**config.mk**
```make
export PLATFORM = sky130hd
export DESIGN_NAME = etc_block_fetcher_p
export DESIGN_NICKNAME = d
export VERILOG_FILES = /design/src/rtl/etc_block_fetcher_p.sv
export SDC_FILE = /design/constraint.sdc
export NUM_CORES = 1
export LEC_CHECK = 0
export ABC_AREA = 1
export ABC_CLOCK_PERIOD_IN_PS = 15600
export CORE_AREA = 5 5 162 164
export DETAILED_ROUTE_END_ITERATION = 7
export DIE_AREA = 0 0 167 169
export PLACE_DENSITY = 0.63
export SETUP_SLACK_MARGIN = 0.4
export SLEW_MARGIN = 20
export SYNTH_ARGS = -nofsm -noshare
export SYNTH_HDL_FRONTEND = slang
export SYNTH_SLANG_ARGS = --single-unit
```
**constraint.sdc**
```tcl
create_clock -name sclk -period 15.6 [get_ports sclk]
set_input_delay 3.12 -clock sclk [delete_from_list [all_inputs] [get_ports sclk]]
set_output_delay 3.12 -clock sclk [all_outputs]
set_load 0.05 [all_outputs]
```
**src/rtl/etc_block_fetcher_p.sv**
```systemverilog
// ETC2 source-block fetcher: walks the image in raster order and streams each
// 64-bit block from a fixed-latency ROM, presenting it once per pixel.
module etc_block_fetcher_p #(
  parameter int unsigned       BLOCKS_X    = 32,
  parameter int unsigned       BLOCKS_Y    = 32,
  parameter int unsigned       COORD_W     = 8,
  parameter int unsigned       ADDR_W      = 32,
  parameter logic [ADDR_W-1:0] BASE_ADDR   = '0,
  parameter int unsigned       ADDR_STRIDE = 8,
  parameter int unsigned       ROM_LAT     = 1
) (
  input  logic               sclk,
  input  logic               rsrt,
  input  logic               start,
  output logic               rom_en,
  output logic [ADDR_W-1:0]  rom_addr,
  input  logic [63:0]        rom_data,
  output logic               out_valid,
  input  logic               out_ready,
  output logic [63:0]        block_out,
  output logic [COORD_W-1:0] blockX_out,
  output logic [COORD_W-1:0] blockY_out,
  output logic [3:0]         pixIdx_out,
  output logic               busy,
  output logic               image_finished
);

  localparam int unsigned         NUM_BLOCKS = BLOCKS_X * BLOCKS_Y;
  localparam int unsigned         IDX_W      = $clog2(NUM_BLOCKS + 1);
  localparam logic [IDX_W-1:0]    IDX_END    = IDX_W'(NUM_BLOCKS);
  localparam logic [COORD_W-1:0]  X_LAST     = COORD_W'(BLOCKS_X - 1);
  localparam logic [COORD_W-1:0]  Y_LAST     = COORD_W'(BLOCKS_Y - 1);
  localparam logic [ADDR_W-1:0]   STRIDE     = ADDR_W'(ADDR_STRIDE);

  typedef enum logic [1:0] {
    S_IDLE,
    S_RUN,
    S_DONE
  } state_t;

  state_t state, state_nxt;

  logic [IDX_W-1:0]   fetch_idx;
  logic [ADDR_W-1:0]  fetch_addr;
  logic [ROM_LAT-1:0] tag_sr;
  logic [63:0]        buf_mem [2];
  logic               wr_ptr;
  logic               rd_ptr;
  logic [1:0]         buf_cnt;
  logic [COORD_W-1:0] cur_x;
  logic [COORD_W-1:0] cur_y;
  logic [3:0]         pix_idx;
  logic               finished;

  logic               pass_start;
  logic               xfer;
  logic               block_done;
  logic               last_xfer;
  logic               ret_valid;
  logic [3:0]         inflight_cnt;
  logic               slot_free;

  assign pass_start = start && (state != S_RUN);
  assign xfer       = out_valid && out_ready;
  assign block_done = xfer && (pix_idx == 4'd15);
  assign last_xfer  = block_done && (cur_x == X_LAST) && (cur_y == Y_LAST);
  assign ret_valid  = tag_sr[ROM_LAT-1];

  always_comb begin
    inflight_cnt = '0;
    for (int i = 0; i < int'(ROM_LAT); i++) begin
      inflight_cnt = inflight_cnt + 4'(tag_sr[i]);
    end
  end

  // Buffered blocks plus outstanding requests never exceed the two buffer slots,
  // so every ROM return always has room to land.
  assign slot_free = (({2'b00, buf_cnt} + inflight_cnt) < 4'd2);

  always_ff @(posedge sclk or posedge rsrt) begin
    if (rsrt) begin
      state <= S_IDLE;
    end else begin
      state <= state_nxt;
    end
  end

  always_comb begin
    state_nxt = state;
    unique case (state)
      S_IDLE:  if (start) state_nxt = S_RUN;
      S_RUN:   if (last_xfer) state_nxt = S_DONE;
      S_DONE:  if (start) state_nxt = S_RUN;
      default: state_nxt = S_IDLE;
    endcase
  end

  always_comb begin
    busy      = 1'b0;
    out_valid = 1'b0;
    rom_en    = 1'b0;
    if (state == S_RUN) begin
      busy      = 1'b1;
      out_valid = (buf_cnt != 2'd0);
      rom_en    = (fetch_idx < IDX_END) && slot_free;
    end
  end

  always_ff @(posedge sclk or posedge rsrt) begin
    if (rsrt) begin
      fetch_idx  <= '0;
      fetch_addr <= BASE_ADDR;
    end else if (pass_start) begin
      fetch_idx  <= '0;
      fetch_addr <= BASE_ADDR;
    end else if (rom_en) begin
      fetch_idx  <= fetch_idx + 1'b1;
      fetch_addr <= fetch_addr + STRIDE;
    end
  end

  // One tag per request; the tag leaving the last stage marks the cycle rom_data is valid.
  always_ff @(posedge sclk or posedge rsrt) begin
    if (rsrt) begin
      tag_sr <= '0;
    end else if (pass_start) begin
      tag_sr <= '0;
    end else begin
      tag_sr[0] <= rom_en;
      for (int i = 1; i < int'(ROM_LAT); i++) begin
        tag_sr[i] <= tag_sr[i-1];
      end
    end
  end

  always_ff @(posedge sclk or posedge rsrt) begin
    if (rsrt) begin
      buf_mem[0] <= '0;
      buf_mem[1] <= '0;
      wr_ptr     <= 1'b0;
      rd_ptr     <= 1'b0;
      buf_cnt    <= 2'd0;
    end else if (pass_start) begin
      wr_ptr  <= 1'b0;
      rd_ptr  <= 1'b0;
      buf_cnt <= 2'd0;
    end else begin
      if (ret_valid) begin
        buf_mem[wr_ptr] <= rom_data;
        wr_ptr          <= ~wr_ptr;
      end
      if (block_done) begin
        rd_ptr <= ~rd_ptr;
      end
      case ({ret_valid, block_done})
        2'b10:   buf_cnt <= buf_cnt + 2'd1;
        2'b01:   buf_cnt <= buf_cnt - 2'd1;
        default: buf_cnt <= buf_cnt;
      endcase
    end
  end

  always_ff @(posedge sclk or posedge rsrt) begin
    if (rsrt) begin
      cur_x   <= '0;
      cur_y   <= '0;
      pix_idx <= '0;
    end else if (pass_start) begin
      cur_x   <= '0;
      cur_y   <= '0;
      pix_idx <= '0;
    end else if (xfer) begin
      pix_idx <= pix_idx + 4'd1;
      if (block_done) begin
        if (cur_x == X_LAST) begin
          cur_x <= '0;
          cur_y <= cur_y + 1'b1;
        end else begin
          cur_x <= cur_x + 1'b1;
        end
      end
    end
  end

  always_ff @(posedge sclk or posedge rsrt) begin
    if (rsrt) begin
      finished <= 1'b0;
    end else if (pass_start) begin
      finished <= 1'b0;
    end else if (last_xfer) begin
      finished <= 1'b1;
    end
  end

  assign rom_addr       = fetch_addr;
  assign block_out      = buf_mem[rd_ptr];
  assign blockX_out     = cur_x;
  assign blockY_out     = cur_y;
  assign pixIdx_out     = pix_idx;
  assign image_finished = finished;

endmodule

```
==> reports/results.ini, run 1 <==
[outcome]
outcome = completed

[timing]
slew_headroom_pct = 28.3
rsz0062_at_grt = false
setup_tns_ns = 0
min_period_ns = 5.69
setup_viol = 0
slew_violations = 0
fin_hold_ws_ns = 0.484
hold_violations = 0
clock-skew-final_ns = 0.0189
worst_pin_slew_ns = 1.07
period_share_pct = 36.5
max_freq_mhz = 176

[routing]
wl_um = 24100
wire_per_inst_um = 13.7
drc = 0
first_pass_iters = 4
drtIter0Drc = 586
routed_via_density = 4.74
dr_total_vias = 8316
antenna_left = 0

[global_routing]
antenna_found_initial = 0
grt_pass1_vias = 7805
grt_overflow_total = 0
grt_max_degree = 129
gr-usage-all-layers_pct = 17.4
grt_pass1_wl_um = 40800

[floorplan]
initial_core_util_pct = 38.9
row_count = 58
die_w_um = 167
ios = 188
die_y_um = 169
die_area_um2 = 28200
coreArea_um2 = 24700

[synth]
yosysMostFrequentCell = nand2_1
ys_top_cells_by_area = dfrtp_1 51%, nand2_1 19%, o21ai_0 7.3%, inv_1 5.4%, nor2_1 2.7%
yosys.area.top_type = dfrtp_1
synth_warnings = 0
synth_ff_type = dfrtp_1
netlist_top_cells_count = 479 x nand2_1, 196 x dfrtp_1, 140 x o21ai_0
ys_types = 36
syn_area_um2 = 9630
synth_top_area_share_pct = 50.9
avgSynthCellArea_um2 = 7.67
async_reset_ff_share_pct = 100
yosysSeqAreaShare_pct = 50.9
ys_ff_latch = 196
syn_inst = 1255
synth_edf_count = 0

[clock_network]
cts_max_level = 4
clock-sinks = 196
cts_buffers = 17
tritoncts = yes
cts_resized = 0
clkLatencyLatePin_ns = 0.44
clock_path_buffers = 2
clock-root-buffer = clkbuf_16
clk_pin_slew_worst_paths_ns = 0.07
postCtsSetupBuffers = 0
hold_buffers = 0

[placement]
numPortBuffers = 184
hpwl_um = 16000
routabilityCongestion = 0.871

[worst_setup_path]
cpMaxStageDelayCell = clkdlybuf4s50_1
crit_fanout = 66
cp.required_ns = 12.48
worstSetupPathType = flop to output pin
cp_top_family = buffers and inverters
rr_startpoint = state[1]$_DFFE_PP0P_
crit_path_end_kind = output pin
path_cells = inv_2 -> buf_4 -> nand2_1 -> nand2_1 -> clkdlybuf4s50_1
crit_path_start = rd_ptr$_DFFE_PP0P_
cpMostUsedCell = nand2_1
crit_arrival_ns = 2.57
critPathMaxStageDelay_ns = 0.82
critPathBufInv = 3
critPathLaunchType = flop

[pwr]
p_per_area_nw_per_um2 = 201
vdd_drop_max_mv = 0.137
p_leak_nw = 6.04

[final_layout]
n_antenna_cell = 0
layout.nets = 1483
final_layout_size_suffix_gt1_share_pct = 5.06
area_delta_synth_final_pct = 27.5
fill_cells = 2409
utilization_pct = 49.6

[hold_path]
hold_start = buf_mem[96]$_DFFE_PP0P_
min-delay-path-class = flop to flop

[flow_run]
drv_cap = 0

## cell usage in the layout, fill, tap and decap left out, drive strengths merged
master and count:
nor3 18, dfrtp 196, and3 2, or2 3, inv 152, clkinvlp 1, o31ai 1, nand2 487
o211a 1, clkdlybuf4s50 184, nor4 1, nand3b 2, clkinv 6, and2 1, ha 5, conb 3
a22o 1, nand3 44, xor2 8, clkbuf 17, nor3b 1, nand4 27, o21ai 161, a21oi 19
buf 5, nor2 77
## worst reg2reg max path: cells and delay by family (launching register included)
| family | cells | cell delay [ns] |
|---|---|---|
| AO/OA/AOI/OAI | 1 | 0.29 |
| buffers and inverters | 2 | 0.86 |
| flip-flops | 1 | 0.43 |
| AND/OR/NAND/NOR | 3 | 0.86 |
## flip-flops by register name (all words and copies together), names as in the netlist
register	cells
blockX_out	8
blockY_out	8
buf_cnt	2
buf_mem	128
fetch_idx	11
image_finished	1
pixIdx_out	4
rd_ptr	1
ret_valid	1
rom_addr	29
state	2
wr_ptr	1
## layer usage
metal / GRT usage (%) / part of all wire [%]
met5: 0 / 0
met1: 24.8 / 48
met2: 27.5 / 47
met4: 4.13 / 1.1
met3: 3.36 / 4.2
## path summary, 6_finish.rpt
path,end,depth (start not counted),slack (ns)
worst max-delay path,block_out[24],5,9.91
worst max register to register,buf_mem[92]$_DFFE_PP0P_,6,13.01
worst min-delay path,buf_mem[96]$_DFFE_PP0P_,2,0.48
max in group asynchronous,rd_ptr$_DFFE_PP0P_,3,10.85
min in group asynchronous,rom_addr[27]$_DFFE_PP0P_,2,3.22
worst min register to register,buf_mem[96]$_DFFE_PP0P_,2,0.48
## report_power, final
part           internal (W)  switching, W  leakage [nW]
Clock              0.000221      0.000233         0.296
Sequential         0.000694      0.000114          2.49
Combinational      0.000372      0.000827          3.25
Total               0.00129       0.00117          6.04
## metrics by stage
stage	setup slack [ns]	total power, W	instance area (µm²)	instances
floorplan	7.14	0.00165	9630	1257
global placement	9.98	0.00201	11600	1721
detailed placement	9.90	0.00203	11600	1721
CTS	9.85	0.00250	12300	1753
global route	9.72	0.00264	12300	1753
finish	9.91	0.00246	12300	1753
## cells by family after synthesis
kind of cell | count (synthesis) | synth area share [%]
flip-flops | 196 | 50.9
adder cells (fa/ha/maj) | 5 | 0.650
AO/OA/AOI/OAI | 183 | 9.63
AND/OR/NAND/NOR | 663 | 29.2
buffers and inverters | 199 | 8.81
XOR/XNOR | 8 | 0.728
other | 1 | 0.0390
## final cells by class
class,instances,area (µm²),share of cell area [%]
Sequential cell,196,4910,40.0
Tap cell,330,413,3.36
Timing Repair Buffer,189,1880,15.3
Clock inverter,15,195,1.59
Clock buffer,17,425,3.47
Inverter,144,548,4.47
Multi-Input combinational cell,862,3900,31.8
(Power assumes the default switching activity.)
==> run 2: changes to the inputs <==
--- a/config.mk
+++ b/config.mk
@@ -6,11 +6,11 @@
 export NUM_CORES = 1
 export LEC_CHECK = 0
 export ABC_AREA = 1
-export ABC_CLOCK_PERIOD_IN_PS = 15600
+export ABC_CLOCK_PERIOD_IN_PS = 4650
 export CORE_AREA = 5 5 162 164
 export DETAILED_ROUTE_END_ITERATION = 7
 export DIE_AREA = 0 0 167 169
-export PLACE_DENSITY = 0.63
+export PLACE_DENSITY = 0.66
 export SETUP_SLACK_MARGIN = 0.4
 export SLEW_MARGIN = 20
 export SYNTH_ARGS = -nofsm -noshare
==> constraint.sdc (replaced) <==
create_clock -name sclk -period 4.65 [get_ports sclk]
set_input_delay 0.93 -clock sclk [delete_from_list [all_inputs] [get_ports sclk]]
set_output_delay 0.93 -clock sclk [all_outputs]
set_load 0.05 [all_outputs]
==> reports/results.ini, run 2 (synthesis gave the netlist of run 1 again) <==
[outcome]
outcome = completed  ; unchanged

[routing]
wl_um = 24300  ; was 24,100 µm
drtIter0Drc = 663  ; was 586
first_pass_iters = 5  ; was 4
drc = 0  ; unchanged
dr_total_vias = 8410  ; was 8,316
wire_per_inst_um = 13.8  ; was 13.7 µm
routed_via_density = 4.79  ; was 4.74
antenna_left = 0  ; unchanged

[timing]
max_freq_mhz = 284
setup_tns_ns = 0  ; unchanged
hold_violations = 0  ; unchanged
period_share_pct = 75.8
setup_viol = 0  ; unchanged
rsz0062_at_grt = false  ; unchanged
worst_pin_slew_ns = 0.755  ; was 1.07 ns
slew_violations = 0  ; unchanged
slew_headroom_pct = 49.7  ; was 28.3%
min_period_ns = 3.53
clock-skew-final_ns = 0.0170  ; was 0.0189 ns

[worst_setup_path]
crit_path_end_kind = output pin  ; unchanged
crit_fanout = 55  ; was 66
worstSetupPathType = flop to output pin  ; unchanged
critPathLaunchType = flop  ; unchanged
r2r_cells = 7  ; was 6
cp.required_ns = 3.72  ; was 12.48 ns
crit_arrival_ns = 2.60  ; was 2.57 ns

[final_layout]
area_delta_synth_final_pct = 27.5  ; about the same
final_common_cell = nand2_1  ; unchanged
layout.nets = 1486  ; was 1,483
final_layout_size_suffix_gt1_share_pct = 5.19  ; was 5.06%
n_antenna_cell = 0  ; unchanged
fill_cells = 2347  ; was 2,409
layout_common_cells = 479 x nand2_1, 195 x dfrtp_1, 184 x clkdlybuf4s50_1  ; unchanged
largest_register_ffs = 128  ; unchanged
design_area_um2 = 12300  ; about the same
top_register = buf_mem  ; unchanged

[floorplan]
coreArea_um2 = 24700  ; unchanged
die_w_um = 167  ; unchanged
die_y_um = 169  ; unchanged
die_area_um2 = 28200  ; unchanged
row_count = 58  ; unchanged
ios = 188  ; unchanged
initial_core_util_pct = 38.9  ; unchanged

[pwr]
pwr-share-comb_pct = 49.2  ; was 48.7%
p_int_w = 0.00430  ; was 0.00129 W
p_per_area_nw_per_um2 = 666  ; was 201 nW/µm²
clkPwrFrac_pct = 17.4  ; was 18.4%
vdd_drop_max_mv = 0.381  ; was 0.137 mV
seq_power_share_pct = 33.4  ; was 32.8%
p_sw_w = 0.00387  ; was 0.00117 W
p_leak_nw = 6.04  ; about the same
swShare_pct = 47.3  ; was 47.7%

[placement]
place_area_um2 = 11700  ; was 11,600 µm²
hpwl_um = 16700  ; was 16,000 µm
numPortBuffers = 184  ; unchanged
routabilityCongestion = 0.860  ; was 0.871

[clock_network]
tritoncts = yes  ; unchanged
clock_path_buffers = 2  ; unchanged
clkLatencyLatePin_ns = 0.43  ; was 0.44 ns
postCtsSetupBuffers = 0  ; unchanged
hold_buffers = 0  ; unchanged
cts_resized = 0  ; unchanged
clock-sinks = 196  ; unchanged
cts_max_level = 4  ; unchanged
clock-root-buffer = clkbuf_16  ; unchanged
clk_pin_slew_worst_paths_ns = 0.07  ; about the same
cts_buffers = 17  ; unchanged

[global_routing]
grt_max_degree = 113  ; was 129
grt_pass1_vias = 8251  ; was 7,805
grt_pass1_wl_um = 41600  ; was 40,800 µm
antenna_found_initial = 0  ; unchanged
gr-usage-all-layers_pct = 17.6  ; was 17.4%
grt_overflow_total = 0  ; unchanged

[hold_path]
holdPathStages = 2  ; unchanged
min-delay-path-class = flop to flop  ; unchanged

[flow_run]
drv_cap = 0  ; unchanged

==> run 2: final cells by class <==
| cell class | instances | area [µm²] | area share, % |
|---|---|---|---|
| tap | 330 | 413 | 3.36 |
| timing repair buffer | 192 | 1940 | 15.8 |
| multi-input combinational | 862 | 3900 | 31.8 |
| clock buffer | 17 | 425 | 3.47 |
| inverter | 144 | 544 | 4.44 |
| clock inverter | 14 | 140 | 1.14 |
| sequential | 196 | 4910 | 40.0 |
==> run 2: routing by layer <==
metal / wire length, µm / global-route usage (%)
met1: 11600 / 24.9
met2: 11200 / 27.7
met5: 0 / 0
met3: 1290 / 3.76
met4: 207 / 4.45
==> run 2: path summary, 6_finish.rpt <==
check	start	slack (ns)	to
max	rd_ptr$_DFFE_PP0P_	1.12	block_out[51]
min	buf_mem[25]$_DFFE_PP0P_	0.49	buf_mem[25]$_DFFE_PP0P_
max reg2reg	state[1]$_DFFE_PP0P_	2.63	fetch_idx[6]$_DFFE_PP0P_
min reg2reg	buf_mem[25]$_DFFE_PP0P_	0.49	buf_mem[25]$_DFFE_PP0P_
max in group asynchronous	rsrt	2.66	buf_mem[103]$_DFFE_PP0P_
min in group asynchronous	rsrt	0.95	buf_mem[17]$_DFFE_PP0P_
==> run 2: critical path: stages, from the launching register on <==
cell             delay, ns
dfrtp_2               0.41
inv_2                 0.17
buf_4                 0.51
nand2_1               0.12
nand2_1               0.11
clkdlybuf4s50_1       0.82
==> run 2: metrics by stage <==
stage	worst slack [ns]	hold WS (ns)	utilization, %	instances	power [W]
after floorplan	1.19	0.453	-	1257	0.00555
after global placement	1.63	0.466	47.3	1724	0.00675
after detailed placement	1.56	0.473	47.3	1724	0.00682
after CTS	1.09	0.490	49.6	1755	0.00827
after global routing	0.948	0.512	49.6	1755	0.00874
final	1.12	0.486	49.6	1755	0.00817
==> run 2: power groups by stage <==
stage	Clock [W]	Combinational, W	Sequential [W]
4_1_cts	0.00147	0.00407	0.00273
2_1_floorplan	0	0.00270	0.00285
3_3_place_gp	0	0.00400	0.00275
5_1_grt	0.00154	0.00438	0.00282
3_5_place_dp	0	0.00406	0.00276
6_report	0.00142	0.00402	0.00273
